[src/rtl/debounce_multi_pkg.sv]
// Shared constants for the multi-channel debouncer.
// BOARD_STABLE_CYCLES : board default qualification time (30e6 cycles, ~0.6 s at 50 MHz).
// DEFAULT_SYNC_STAGES : default synchroniser depth per channel.
package debounce_multi_pkg;

  localparam int unsigned BOARD_STABLE_CYCLES = 30000000;
  localparam int unsigned DEFAULT_SYNC_STAGES = 2;

endpackage

[src/rtl/debounce_multi_channel.sv]
// One debouncer channel: input synchroniser, restart-on-glitch stability
// counter, debounced level and registered one-cycle edge pulses.
// Ports:
//   clock   in  system clock
//   reset   in  synchronous active-high reset
//   raw_i   in  asynchronous raw input
//   level_o out debounced level
//   rise_o  out one-cycle pulse coincident with level_o going 0->1
//   fall_o  out one-cycle pulse coincident with level_o going 1->0
//   busy_o  out a candidate change is being qualified (counter nonzero)
module debounce_multi_channel #(
  parameter int unsigned STABLE_CYCLES = 8,
  parameter int unsigned CNT_W         = $clog2(STABLE_CYCLES + 1),
  parameter int unsigned SYNC_STAGES   = 2,
  parameter logic        RESET_LEVEL   = 1'b0
) (
  input  logic clock,
  input  logic reset,
  input  logic raw_i,
  output logic level_o,
  output logic rise_o,
  output logic fall_o,
  output logic busy_o
);

  localparam logic [CNT_W-1:0] CNT_LAST = CNT_W'(STABLE_CYCLES - 1);

  logic [SYNC_STAGES-1:0] sync_q, sync_d;
  logic [CNT_W-1:0]       cnt_q, cnt_d;
  logic                   level_q, level_d;
  logic                   rise_q, rise_d;
  logic                   fall_q, fall_d;
  logic                   s;

  assign s = sync_q[SYNC_STAGES-1];

  always_comb begin
    sync_d  = {sync_q[SYNC_STAGES-2:0], raw_i};
    cnt_d   = cnt_q;
    level_d = level_q;
    rise_d  = 1'b0;
    fall_d  = 1'b0;
    if (s == level_q) begin
      // Any return to the current level restarts qualification.
      cnt_d = '0;
    end else if (cnt_q == CNT_LAST) begin
      level_d = s;
      cnt_d   = '0;
      rise_d  = s;
      fall_d  = ~s;
    end else begin
      cnt_d = cnt_q + CNT_W'(1);
    end
  end

  always_ff @(posedge clock) begin
    if (reset) begin
      sync_q  <= {SYNC_STAGES{RESET_LEVEL}};
      cnt_q   <= '0;
      level_q <= RESET_LEVEL;
      rise_q  <= 1'b0;
      fall_q  <= 1'b0;
    end else begin
      sync_q  <= sync_d;
      cnt_q   <= cnt_d;
      level_q <= level_d;
      rise_q  <= rise_d;
      fall_q  <= fall_d;
    end
  end

  assign level_o = level_q;
  assign rise_o  = rise_q;
  assign fall_o  = fall_q;
  assign busy_o  = |cnt_q;

endmodule

[src/rtl/debounce_multi.sv]
// N-channel push-button/switch debouncer. Each channel is filtered
// independently; busy reports that any channel has a pending change.
// Ports:
//   clock      in  system clock
//   reset      in  synchronous active-high reset
//   raw_in     in  [CHANNELS] asynchronous raw inputs, bit i = channel i
//   level_out  out [CHANNELS] debounced levels
//   rise_pulse out [CHANNELS] one-cycle pulse on level 0->1
//   fall_pulse out [CHANNELS] one-cycle pulse on level 1->0
//   busy       out OR of all channels with a nonzero stability counter
module debounce_multi
  import debounce_multi_pkg::*;
#(
  parameter int unsigned CHANNELS      = 4,
  parameter int unsigned STABLE_CYCLES = BOARD_STABLE_CYCLES,
  parameter int unsigned CNT_W         = $clog2(STABLE_CYCLES + 1),
  parameter int unsigned SYNC_STAGES   = DEFAULT_SYNC_STAGES,
  parameter logic        RESET_LEVEL   = 1'b0
) (
  input  logic                clock,
  input  logic                reset,
  input  logic [CHANNELS-1:0] raw_in,
  output logic [CHANNELS-1:0] level_out,
  output logic [CHANNELS-1:0] rise_pulse,
  output logic [CHANNELS-1:0] fall_pulse,
  output logic                busy
);

  logic [CHANNELS-1:0] busy_ch;

  for (genvar i = 0; i < CHANNELS; i++) begin : g_ch
    debounce_multi_channel #(
      .STABLE_CYCLES (STABLE_CYCLES),
      .CNT_W         (CNT_W),
      .SYNC_STAGES   (SYNC_STAGES),
      .RESET_LEVEL   (RESET_LEVEL)
    ) u_ch (
      .clock   (clock),
      .reset   (reset),
      .raw_i   (raw_in[i]),
      .level_o (level_out[i]),
      .rise_o  (rise_pulse[i]),
      .fall_o  (fall_pulse[i]),
      .busy_o  (busy_ch[i])
    );
  end

  assign busy = |busy_ch;

endmodule

[config.mk]
export PLATFORM = sky130hd
export DESIGN_NAME = debounce_multi
export DESIGN_NICKNAME = d
export VERILOG_FILES = /design/src/rtl/debounce_multi_pkg.sv /design/src/rtl/debounce_multi_channel.sv /design/src/rtl/debounce_multi.sv
export SDC_FILE = /design/constraint.sdc
export NUM_CORES = 1
export LEC_CHECK = 0
export CAP_MARGIN = 20
export CORE_ASPECT_RATIO = 1.25
export CORE_MARGIN = 4
export CORE_UTILIZATION = 45
export CTS_CLUSTER_DIAMETER = 80
export CTS_CLUSTER_SIZE = 24
export DETAILED_ROUTE_END_ITERATION = 16
export PLACE_DENSITY = 0.69
export SLEW_MARGIN = 20
export SYNTH_ARGS = -nofsm -noshare
export SYNTH_HDL_FRONTEND = slang
export SYNTH_SLANG_ARGS = --single-unit
[constraint.sdc]
create_clock -name clock -period 3.7 [get_ports clock]
set_clock_uncertainty 0.2 [all_clocks]
set_input_delay 0.37 -clock clock [delete_from_list [all_inputs] [get_ports clock]]
set_output_delay 0.37 -clock clock [all_outputs]
set_load 0.005 [all_outputs]
Yosys cells after proc, flatten, opt, wreduce, memory -nomap -nowiden
Cells that the tools add are included.
- flip-flop bits (word level): 120
- output and inout port bits: 13
- $add $sub $neg: 4
- equal/unequal tests: 8
- bitwise logic cells: 12
- reductions and logical operators: 13
- operator list (cell ; count):
    25-bit by 1-bit adder with 25-bit output, second input constant ; 4
    25-bit equality test, second input constant ; 4
    100-bit OR reduction ; 1
    3-bit OR reduction ; 8
    1-bit NOT ; 12
    2-bit AND reduction ; 4
    1-bit equality test ; 4

Logic depth before layout (Yosys ltp)
Gate-level depths: netlist of the first run.
- word-level depth: 3
- depth in mapped cells: 7

Hierarchy
From an unflattened synthesis of the first run, not the netlist that was laid out.
- cells, all modules: 648
- area, all modules: 5537.8 um^2
- by module, submodules not included (module ; instances ; cells each ; area an instance (um^2) ; sequential area each (um^2)):
    debounce_multi_channel at g_ch[0].u_ch ... ; 3 ; 161 ; 1381.3 ; 600.6
    debounce_multi_channel at g_ch[1].u_ch ; 1 ; 164 ; 1386.3 ; 600.6
    debounce_multi ; 1 ; 1 ; 7.5 ; 0.0

Least setup slack after synthesis of the first run
OpenSTA, ideal clock, no wires.
- path type: reg2reg
- start point: register g_ch[0].u_ch.cnt_q[0]
- end point: register g_ch[0].u_ch.cnt_q[15]
- setup time: 0.125 ns
- data arrival time: 1.978 ns
- path slack: 1.397 ns
- cell stages (with the launch flop): 7
- buffers on the path: 1
- cells stage by stage: dfxtp_1 -> ha_1 -> nand2_1 -> or4_4 -> o41ai_4 -> buf_6 -> a21oi_1
- cells in the longest elaborated chain, start to end: 2
- elaborated cells between the ends (all ways): 3
- ends and longest elaborated chain (element ; line ; source):
    start, declared ; debounce_multi_channel.sv:29 ; logic [CNT_W-1:0] cnt_q, cnt_d;
    start signal, assigned ; debounce_multi_channel.sv:65 ; cnt_q <= cnt_d;
    parallel branches: the longest is 2 deep, another holds 25-bit by 1-bit adder with 25-bit output ; n/a ;
Several ways; the timed one is not identified.
A chain may end at the register's enable or synchronous reset.

Worst setup path after layout of the first run
- start point: register g_ch[1].u_ch.cnt_q[13]
- end point: output port busy
- cells in the longest elaborated chain, start to end: 1
- ends and longest elaborated chain (element ; line ; source):
    start, declared ; debounce_multi_channel.sv:29 ;
    start signal, assigned ; debounce_multi_channel.sv:65 ;
    100-bit OR reduction ; debounce_multi.sv:48 ; assign busy = |busy_ch;
    end, declared ; debounce_multi.sv:26 ; output logic busy
Every way passes these cells.

==> flow_summary.html, run 1 <==
<table>
<tr><th>Metric</th><th>Value</th></tr>
<tr><th colspan="2">Synthesis</th></tr>
<tr><td>Sequential cell area fraction in the yosys report</td><td>0.426</td></tr>
<tr><td>Largest cells by area after synthesis</td><td>sky130_fd_sc_hd__dfxtp_1 (43%), sky130_fd_sc_hd__xnor2_1 (4.5%), sky130_fd_sc_hd__nor2_1 (4.5%)</td></tr>
<tr><td>Count of yosys warnings during synthesis</td><td>0</td></tr>
<tr><td>Synth top area share</td><td>0.426</td></tr>
<tr><td>Number of enable-type register cells in the synthesized netlist</td><td>0</td></tr>
<tr><td>Mean area per synthesized cell</td><td>around 8.5 sq um</td></tr>
<tr><td>Mapped Area</td><td>roughly 0.0056 sq mm</td></tr>
<tr><td>Post-Synthesis Cells</td><td>660</td></tr>
<tr><td>Number of nets in the synthesized netlist</td><td>around 670</td></tr>
<tr><td>Share of synthesized registers carrying an async set or reset</td><td>0</td></tr>
<tr><td>Count of state elements after synthesis</td><td>120</td></tr>
<tr><td>Predominant post-synthesis flop cell</td><td>sky130_fd_sc_hd__dfxtp_1</td></tr>
<tr><td>Largest area contributor in the synthesized netlist</td><td>sky130_fd_sc_hd__dfxtp_1</td></tr>
<tr><td>Synth unique cells</td><td>39</td></tr>
<tr><th colspan="2">Global routing</th></tr>
<tr><td>Pin count of the biggest net entering global routing</td><td>25</td></tr>
<tr><td>Initial antenna violation count</td><td>0</td></tr>
<tr><td>Wire length of the first global-routing pass</td><td>21700 um</td></tr>
<tr><td>Global-route usage over all layers</td><td>0.188</td></tr>
<tr><td>Vias in the first global route</td><td>around 4600</td></tr>
<tr><td>Overall overflow remaining after global route</td><td>0</td></tr>
<tr><th colspan="2">Critical path</th></tr>
<tr><td>Startpoint Class</td><td>flop</td></tr>
<tr><td>Path type of the worst setup path</td><td>reg -&gt; out</td></tr>
<tr><td>Crit end category</td><td>output pin</td></tr>
<tr><td>Worst Path Max Fanout</td><td>6</td></tr>
<tr><td>Worst Path Required</td><td>3130 ps</td></tr>
<tr><td>Signal arrival time at the worst endpoint</td><td>roughly 2300 ps</td></tr>
<tr><th colspan="2">CTS</th></tr>
<tr><td>TritonCTS clock tree</td><td>built</td></tr>
<tr><td>Sink Count</td><td>120</td></tr>
<tr><td>Post-CTS sizing</td><td>0</td></tr>
<tr><td>Buffer cell driving the clock tree root</td><td>sky130_fd_sc_hd__clkbuf_16</td></tr>
<tr><td>Clock buffer count from CTS</td><td>17</td></tr>
<tr><td>H-tree Lvls</td><td>4</td></tr>
<tr><td>Buffer count from post-CTS setup fixing</td><td>0</td></tr>
<tr><td>Clk Latency, worst-skew pair</td><td>between 400 and 500 ps</td></tr>
<tr><td>Post-CTS clock slew at the launch and capture registers of the worst setup and hold paths</td><td>~50 ps</td></tr>
<tr><td>Hold-fix buffers, CTS</td><td>0</td></tr>
<tr><td>Deepest clock path buffer count</td><td>2</td></tr>
<tr><th colspan="2">Route</th></tr>
<tr><td>Total number of vias</td><td>4931</td></tr>
<tr><td>Antenna-violating nets left</td><td>0</td></tr>
<tr><td>Post-route DRC</td><td>0</td></tr>
<tr><td>Average detailed-routed wire length per instance</td><td>around 15 um</td></tr>
<tr><td>Initial DRT Pass Iterations</td><td>5</td></tr>
<tr><td>Via-to-Cell Ratio</td><td>~5.9</td></tr>
<tr><td>Overall routed net length</td><td>12900 um</td></tr>
<tr><td>Number of design-rule violations left by the first detailed-router iteration</td><td>348</td></tr>
<tr><th colspan="2">Timing</th></tr>
<tr><td>Min setup slack post-route</td><td>about 820 ps</td></tr>
<tr><td>Final number of setup-violating endpoints</td><td>0</td></tr>
<tr><td>Final Hold Fails</td><td>0</td></tr>
<tr><td>Period minus WS final</td><td>~2900 ps</td></tr>
<tr><td>Final number of max-transition violations</td><td>0</td></tr>
<tr><td>Setup repair after global routing missed its margin</td><td>false</td></tr>
<tr><td>Worst slew pin tran</td><td>approximately 700 ps</td></tr>
<tr><td>Part of the cycle the worst path needs</td><td>0.779</td></tr>
<tr><td>Final setup TNS</td><td>0 ps</td></tr>
<tr><td>Maximum clock frequency</td><td>about 0.35 GHz</td></tr>
<tr><td>Tightest slew margin relative to the limit</td><td>0.532</td></tr>
<tr><th colspan="2">Die</th></tr>
<tr><td>Core Area</td><td>between 0.01 and 0.015 sq mm</td></tr>
<tr><td>Number of ports placed on the die boundary</td><td>19</td></tr>
<tr><td>Die width</td><td>between 100 and 150 um</td></tr>
<tr><td>Starting utilization of the core area</td><td>0.462</td></tr>
<tr><td>Height of the chip</td><td>roughly 130 um</td></tr>
<tr><td>Total Die Area</td><td>0.0144 sq mm</td></tr>
<tr><td>Number of rows in the core area</td><td>45</td></tr>
<tr><th colspan="2">Final layout</th></tr>
<tr><td>Final #Nets</td><td>672</td></tr>
<tr><td>Core Util, Final</td><td>0.529</td></tr>
<tr><td>Footprint of the multi-input gates</td><td>between 0.002 and 0.003 sq mm</td></tr>
<tr><td>Share of post-route cells with drive strength above 1</td><td>0.0669</td></tr>
<tr><td>Final antenna diode count</td><td>0</td></tr>
<tr><td>Count of fill cells added during filler insertion</td><td>1145</td></tr>
<tr><td>Area delta synth-&gt;final</td><td>14.6%</td></tr>
<tr><td>Sequential cell area in the final layout</td><td>0.00240 sq mm</td></tr>
<tr><th colspan="2">Power</th></tr>
<tr><td>IR Drop Worst-Case VDD</td><td>0.000308 V</td></tr>
<tr><td>Static leakage power</td><td>between 1.5 and 2 nW</td></tr>
<tr><td>Share of power burned in combinational logic</td><td>0.012</td></tr>
<tr><td>Total power after layout</td><td>roughly 3.1 mW</td></tr>
<tr><td>Internal Power</td><td>2.48 mW</td></tr>
<tr><td>Total power density per cell area</td><td>between 400 and 500 mW/mm^2</td></tr>
<tr><td>Part of the power in registers</td><td>0.424</td></tr>
<tr><td>Switching share of total power</td><td>0.193</td></tr>
<tr><td>Net switching power</td><td>0.593 mW</td></tr>
<tr><td>Clk pwr share</td><td>0.564</td></tr>
<tr><th colspan="2">Placed design</th></tr>
<tr><td>Global placer's final weighted congestion</td><td>between 0.9 and 1</td></tr>
<tr><td>Number of port buffers</td><td>18</td></tr>
<tr><td>HPWL after DPL</td><td>9180 um</td></tr>
<tr><td>Worst slack, placed</td><td>904 ps</td></tr>
<tr><th colspan="2">Run</th></tr>
<tr><td>Count of maximum capacitance violations</td><td>0</td></tr>
<tr><th colspan="2">Run status</th></tr>
<tr><td>Outcome</td><td>completed</td></tr>
<tr><th colspan="2">Hold path</th></tr>
<tr><td>Path class of the lowest-slack min-delay path</td><td>reg -&gt; reg</td></tr>
</table>
power by group through the flow:
stage / registers, mW / clock network [mW] / logic [mW]
2_1_floorplan: 1.33 / 0 / 0.0217
3_3_place_gp: 1.33 / 0 / 0.0357
3_5_place_dp: 1.33 / 0 / 0.0364
4_1_cts: 1.30 / 1.75 / 0.0365
5_1_grt: 1.30 / 1.82 / 0.0399
6_report: 1.30 / 1.73 / 0.0362
per-layer routing:
layer  global-route usage  vias up  share of wire
met5                    0        -              0
li1                     -     2414              -
met2                0.325      127           0.51
met3               0.0485       25          0.052
met4               0.0807        0          0.020
met1                0.218     2365           0.42
worst max-delay path, stage by stage, from the launching register on:
cell and delay (ps):
sky130_fd_sc_hd__dfxtp_1 350, sky130_fd_sc_hd__nor4_1 330, sky130_fd_sc_hd__nand3_1 250, sky130_fd_sc_hd__nor4_1 320, sky130_fd_sc_hd__nand4_1 160, sky130_fd_sc_hd__clkdlybuf4s50_1 480
registers in the layout, summed over array words and instances (netlist names):
| name | cells |
|---|---|
| g_ch.u_ch.level_o | 4 |
| g_ch.u_ch.cnt_q | 100 |
| g_ch.u_ch.rise_o | 4 |
| g_ch.u_ch.fall_o | 4 |
| g_ch.u_ch.sync_q | 8 |
final cells by class:
class                           count  area share
Multi-Input combinational cell    480       0.455
Sequential cell                   120       0.372
Clock buffer                       25      0.0797
Timing Repair Buffer               23      0.0337
Tap cell                          164      0.0317
Clock inverter                      7      0.0174
Inverter                           18      0.0104
path summary, 6_finish.rpt:
| path | cells past startpoint | slack [ps] | start | end |
|---|---|---|---|---|
| worst max-delay path | 5 | 820 | g_ch[1].u_ch.cnt_q[13] | busy |
| worst max register to register | 6 | 910 | g_ch[0].u_ch.cnt_q[0] | g_ch[0].u_ch.cnt_q[10] |
| worst min-delay path | 1 | 250 | g_ch[2].u_ch.sync_q[0] | g_ch[2].u_ch.sync_q[1] |
| worst min register to register | 1 | 250 | g_ch[2].u_ch.sync_q[0] | g_ch[2].u_ch.sync_q[1] |
cells in the mapped netlist, types with 2 or more instances:
library cell / count
sky130_fd_sc_hd__nand2_1: 35
sky130_fd_sc_hd__and2_1: 2
sky130_fd_sc_hd__and3_1: 15
sky130_fd_sc_hd__nand2b_1: 5
sky130_fd_sc_hd__clkbuf_1: 18
sky130_fd_sc_hd__o21ai_0: 21
sky130_fd_sc_hd__buf_6: 2
sky130_fd_sc_hd__nor4_1: 30
sky130_fd_sc_hd__o31ai_1: 26
sky130_fd_sc_hd__nor3_1: 14
sky130_fd_sc_hd__nand3_1: 47
sky130_fd_sc_hd__nand4bb_1: 2
sky130_fd_sc_hd__buf_2: 8
sky130_fd_sc_hd__or4_4: 3
sky130_fd_sc_hd__or3_1: 22
sky130_fd_sc_hd__nor2_1: 67
sky130_fd_sc_hd__a21oi_1: 45
sky130_fd_sc_hd__clkbuf_2: 2
sky130_fd_sc_hd__and3b_1: 2
sky130_fd_sc_hd__mux2i_1: 2
sky130_fd_sc_hd__dfxtp_1: 120
sky130_fd_sc_hd__xor2_1: 22
sky130_fd_sc_hd__inv_1: 18
sky130_fd_sc_hd__and4_1: 15
sky130_fd_sc_hd__ha_1: 6
sky130_fd_sc_hd__or4_1: 29
sky130_fd_sc_hd__xnor2_1: 29
sky130_fd_sc_hd__buf_4: 12
sky130_fd_sc_hd__nor2b_1: 8
sky130_fd_sc_hd__nand4_1: 24
placed cells by master (no fill, tap or decap), types with 3 or more instances in the layout:
cell type | netlist | routed
sky130_fd_sc_hd__and4_1 | 15 | 15
sky130_fd_sc_hd__xor2_1 | 22 | 22
sky130_fd_sc_hd__o21ai_0 | 21 | 21
sky130_fd_sc_hd__inv_1 | 18 | 18
sky130_fd_sc_hd__clkinv_2 | 0 | 3
sky130_fd_sc_hd__nand3_1 | 47 | 47
sky130_fd_sc_hd__clkbuf_8 | 0 | 6
sky130_fd_sc_hd__and3_1 | 15 | 15
sky130_fd_sc_hd__a21oi_1 | 45 | 45
sky130_fd_sc_hd__clkdlybuf4s50_1 | 0 | 18
sky130_fd_sc_hd__nor2_1 | 67 | 67
sky130_fd_sc_hd__nand2_1 | 35 | 35
sky130_fd_sc_hd__clkbuf_16 | 0 | 17
sky130_fd_sc_hd__xnor2_1 | 29 | 29
sky130_fd_sc_hd__nand4_1 | 24 | 24
sky130_fd_sc_hd__buf_4 | 12 | 5
sky130_fd_sc_hd__nand2b_1 | 5 | 5
sky130_fd_sc_hd__nor4_1 | 30 | 30
sky130_fd_sc_hd__ha_1 | 6 | 6
sky130_fd_sc_hd__or4_1 | 29 | 29
sky130_fd_sc_hd__bufinv_16 | 0 | 3
sky130_fd_sc_hd__or3_1 | 22 | 22
sky130_fd_sc_hd__nor2b_1 | 8 | 8
sky130_fd_sc_hd__dfxtp_1 | 120 | 120
sky130_fd_sc_hd__or4_4 | 3 | 3
sky130_fd_sc_hd__nor3_1 | 14 | 14
sky130_fd_sc_hd__o31ai_1 | 26 | 25
kinds of logic (layout without fill, tap and decap cells):
group,after synthesis,after routing,share of synthesized area
simple gates,323,323,0.319
flops,120,120,0.426
compound gates,98,98,0.106
buf+inv,60,73,0.0528
xor+xnor,51,51,0.0792
fa+ha+maj,6,6,0.0133
mux,2,2,0.00355
per-stage QoR:
stage               hold WS [ps]  cells  instance area, sq um
floorplan                    214    660                  5640
global route                 269    837                  6470
CTS                          258    837                  6470
global placement             228    805                  5840
finish                       252    837                  6470
detailed placement           236    805                  5840
Power figures use the tool's default switching activity.
==> inputs of run 2 (changes only) <==
clock period = 2.7 ns   (was 3.7 ns; I/O delays follow)
==> run 2 against run 1 <==
- core utilization rose by 0.87 points
- count of clock-buffer cells in the layout is 4 lower
- wire length fell by 3.4%
- sequential cell count did not move
- sequential power rose by 37%
- largest power group unchanged
==> flow_summary.html, run 2 (synthesized netlist as in run 1, its figures left out) <==
<table>
<tr><th>Metric</th><th>Value</th></tr>
<tr><th colspan="2">Final layout</th></tr>
<tr><td>Footprint of the multi-input gates</td><td>0.00295 sq mm (+0.21%)</td></tr>
<tr><td>Top reg by flops</td><td>g_ch.u_ch.cnt_q</td></tr>
<tr><td>Most frequent standard cell in the layout excluding fill and tap cells</td><td>sky130_fd_sc_hd__dfxtp_1</td></tr>
<tr><td>Sequential cell area in the final layout</td><td>0.00240 sq mm (unchanged)</td></tr>
<tr><td>Final #Nets</td><td>684 (+1.8%)</td></tr>
<tr><td>Finished layout cell area</td><td>0.00657 sq mm (+1.6%)</td></tr>
<tr><td>Area delta synth-&gt;final</td><td>16.5%</td></tr>
<tr><td>Final antenna diode count</td><td>0 (unchanged)</td></tr>
<tr><td>Post-layout instance count excluding filler cells</td><td>849 (+1.4%)</td></tr>
<tr><td>Count of fill cells added during filler insertion</td><td>1110 (-3.1%)</td></tr>
<tr><td>Largest registers ranked by flip-flop count</td><td>g_ch.u_ch.cnt_q: 100 flops, g_ch.u_ch.sync_q: 8 flops</td></tr>
<tr><td>Share of post-route cells with drive strength above 1</td><td>0.0861 (+0.0193)</td></tr>
<tr><td>Max FFs per register</td><td>100 (unchanged)</td></tr>
<tr><td>Most frequent cells in the layout</td><td>sky130_fd_sc_hd__dfxtp_1 (120), sky130_fd_sc_hd__nor2_1 (67), sky130_fd_sc_hd__nand3_1 (47)</td></tr>
<tr><th colspan="2">CTS</th></tr>
<tr><td>Clk Latency, worst-skew pair</td><td>410 ps (about the same)</td></tr>
<tr><td>H-tree Lvls</td><td>4 (unchanged)</td></tr>
<tr><td>Buffer cell driving the clock tree root</td><td>sky130_fd_sc_hd__clkbuf_16</td></tr>
<tr><td>Post-CTS clock slew at the launch and capture registers of the worst setup and hold paths</td><td>60 ps (about the same)</td></tr>
<tr><td>Clock buffer count from CTS</td><td>17 (unchanged)</td></tr>
<tr><td>TritonCTS clock tree</td><td>built</td></tr>
<tr><td>Sink Count</td><td>120 (unchanged)</td></tr>
<tr><td>Deepest clock path buffer count</td><td>2 (unchanged)</td></tr>
<tr><td>Hold-fix buffers, CTS</td><td>0 (unchanged)</td></tr>
<tr><th colspan="2">Timing</th></tr>
<tr><td>Maximum clock frequency</td><td>0.393 GHz</td></tr>
<tr><td>Final number of setup-violating endpoints</td><td>0 (unchanged)</td></tr>
<tr><td>Period minus WS final</td><td>~2500 ps</td></tr>
<tr><td>Final number of max-transition violations</td><td>0 (unchanged)</td></tr>
<tr><td>Setup repair after global routing missed its margin</td><td>false</td></tr>
<tr><td>Part of the cycle the worst path needs</td><td>0.942</td></tr>
<tr><td>Final Hold Fails</td><td>0 (unchanged)</td></tr>
<tr><td>Final setup TNS</td><td>0 ps (unchanged)</td></tr>
<tr><td>Worst slew pin tran</td><td>692 ps (-8.14 ps)</td></tr>
<tr><td>Min setup slack post-route</td><td>156 ps (-660 ps)</td></tr>
<tr><td>Tightest slew margin relative to the limit</td><td>0.534 (+0.00276)</td></tr>
<tr><th colspan="2">Die</th></tr>
<tr><td>Number of rows in the core area</td><td>45 (unchanged)</td></tr>
<tr><td>Die width</td><td>108 um (unchanged)</td></tr>
<tr><td>Number of ports placed on the die boundary</td><td>19 (unchanged)</td></tr>
<tr><td>Core Area</td><td>0.0122 sq mm (unchanged)</td></tr>
<tr><td>Height of the chip</td><td>133 um (unchanged)</td></tr>
<tr><td>Starting utilization of the core area</td><td>0.462 (unchanged)</td></tr>
<tr><td>Total Die Area</td><td>0.0144 sq mm (unchanged)</td></tr>
<tr><th colspan="2">Route</th></tr>
<tr><td>Via-to-Cell Ratio</td><td>5.71 (-3.1%)</td></tr>
<tr><td>Number of design-rule violations left by the first detailed-router iteration</td><td>266 (-24%)</td></tr>
<tr><td>Post-route DRC</td><td>0 (unchanged)</td></tr>
<tr><td>Overall routed net length</td><td>12400 um (-3.4%)</td></tr>
<tr><td>Total number of vias</td><td>4846 (-1.7%)</td></tr>
<tr><td>Initial DRT Pass Iterations</td><td>4 (-1)</td></tr>
<tr><td>Antenna-violating nets left</td><td>0 (unchanged)</td></tr>
<tr><td>Average detailed-routed wire length per instance</td><td>14.6 um (-4.8%)</td></tr>
<tr><th colspan="2">Critical path</th></tr>
<tr><td>Path type of the worst setup path</td><td>reg -&gt; out</td></tr>
<tr><td>Crit end category</td><td>output pin</td></tr>
<tr><td>Startpoint Class</td><td>flop</td></tr>
<tr><td>Critical register-to-register path endpoint</td><td>g_ch[1].u_ch.cnt_q[18]</td></tr>
<tr><td>Worst Path Max Fanout</td><td>7 (+1)</td></tr>
<tr><td>Beginning of the worst register-to-register path</td><td>g_ch[1].u_ch.cnt_q[0]</td></tr>
<tr><td>Signal arrival time at the worst endpoint</td><td>2070 ps (-240 ps)</td></tr>
<tr><td>R2r worst-path depth</td><td>5 (-1)</td></tr>
<tr><td>Worst reg-to-reg setup slack</td><td>240 ps (-670 ps)</td></tr>
<tr><td>Worst Path Required</td><td>2230 ps (-900 ps)</td></tr>
<tr><th colspan="2">Hold path</th></tr>
<tr><td>Cell count of the worst hold path</td><td>2 (+1)</td></tr>
<tr><td>Path class of the lowest-slack min-delay path</td><td>in -&gt; reg</td></tr>
<tr><td>Beginning of the worst hold path</td><td>raw_in[0]</td></tr>
<tr><td>Hold Crit Endpoint</td><td>g_ch[0].u_ch.sync_q[0]</td></tr>
<tr><th colspan="2">Placed design</th></tr>
<tr><td>Placed cell count</td><td>813 (+0.99%)</td></tr>
<tr><td>Worst slack, placed</td><td>260 ps (-644 ps)</td></tr>
<tr><td>Post-DP Area</td><td>0.00590 sq mm (+1.0%)</td></tr>
<tr><td>HPWL after DPL</td><td>8810 um (-4.1%)</td></tr>
<tr><td>Global placer's final weighted congestion</td><td>0.844 (-6.5%)</td></tr>
<tr><td>Number of port buffers</td><td>18 (unchanged)</td></tr>
<tr><th colspan="2">Power</th></tr>
<tr><td>Total power density per cell area</td><td>645 mW/mm^2 (+36%)</td></tr>
<tr><td>Total power after layout</td><td>4.24 mW (+38%)</td></tr>
<tr><td>IR Drop Worst-Case VDD</td><td>0.000390 V (+27%)</td></tr>
<tr><td>Static leakage power</td><td>2.01 nW (+3.0%)</td></tr>
<tr><th colspan="2">Run status</th></tr>
<tr><td>Outcome</td><td>completed</td></tr>
<tr><th colspan="2">Global routing</th></tr>
<tr><td>Overall overflow remaining after global route</td><td>0 (unchanged)</td></tr>
<tr><td>Pin count of the biggest net entering global routing</td><td>25 (unchanged)</td></tr>
<tr><td>Wire length of the first global-routing pass</td><td>21500 um (-0.86%)</td></tr>
<tr><td>Initial antenna violation count</td><td>0 (unchanged)</td></tr>
<tr><td>Global-route usage over all layers</td><td>0.185 (-0.00302)</td></tr>
<tr><td>Vias in the first global route</td><td>4516 (-2.6%)</td></tr>
<tr><th colspan="2">Run</th></tr>
<tr><td>Count of maximum capacitance violations</td><td>0 (unchanged)</td></tr>
</table>
[run 2: layout make-up]
class,count,share of cell area
inverters,18,0.0103
flip-flops and latches,120,0.366
well taps,164,0.0312
repair buffers,35,0.0466
clock inverters,11,0.0257
multi-input cells,480,0.449
clock buffers,21,0.0716
[run 2: how the worst max path moves through the flow]
stage                      startpoint                      to  depth (start not counted)
3_3_place_gp    g_ch[1].u_ch.cnt_q[0]  g_ch[1].u_ch.cnt_q[24]                          5
6_report        g_ch[2].u_ch.cnt_q[3]                    busy                          4
4_1_cts        g_ch[1].u_ch.cnt_q[13]                    busy                          5
2_1_floorplan   g_ch[0].u_ch.cnt_q[0]  g_ch[0].u_ch.cnt_q[15]                          6
3_5_place_dp    g_ch[1].u_ch.cnt_q[0]  g_ch[1].u_ch.cnt_q[24]                          5
5_1_grt        g_ch[3].u_ch.cnt_q[17]                    busy                          5
[run 2: through the flow]
stage	hold slack, ps	util
3_3_place_gp	226	0.483
4_1_cts	196	0.538
5_1_grt	208	0.538
6_report	210	0.538
3_5_place_dp	226	0.483
2_1_floorplan	198	-
[run 2: power breakdown]
group | total (mW) | internal (mW) | switching (mW)
logic | 0.0515 | 0.0234 | 0.0280
registers | 1.78 | 1.78 | 0.00512
clock network | 2.40 | 1.62 | 0.789
total | 4.24 | 3.42 | 0.823
[run 2: critical path, stage by stage, from the launching register on]
cell and delay (ps):
sky130_fd_sc_hd__dfxtp_1 360, sky130_fd_sc_hd__or4_1 560, sky130_fd_sc_hd__nor4_1 260, sky130_fd_sc_hd__nand4_1 190
sky130_fd_sc_hd__dlygate4sd2_1 310
[run 2: layer usage]
layer,part of all wire,vias up,track usage
li1,-,2420,-
met1,0.44,2312,0.230
met2,0.50,101,0.307
met3,0.037,13,0.0456
met4,0.015,0,0.0723
met5,0,-,0
[run 2: timing repair]
item | 4_1_cts | 5_1_grt
buffers inserted | 4 | 0
endpoints found under the setup margin | 1 | 0
resized for setup | 2 | 0
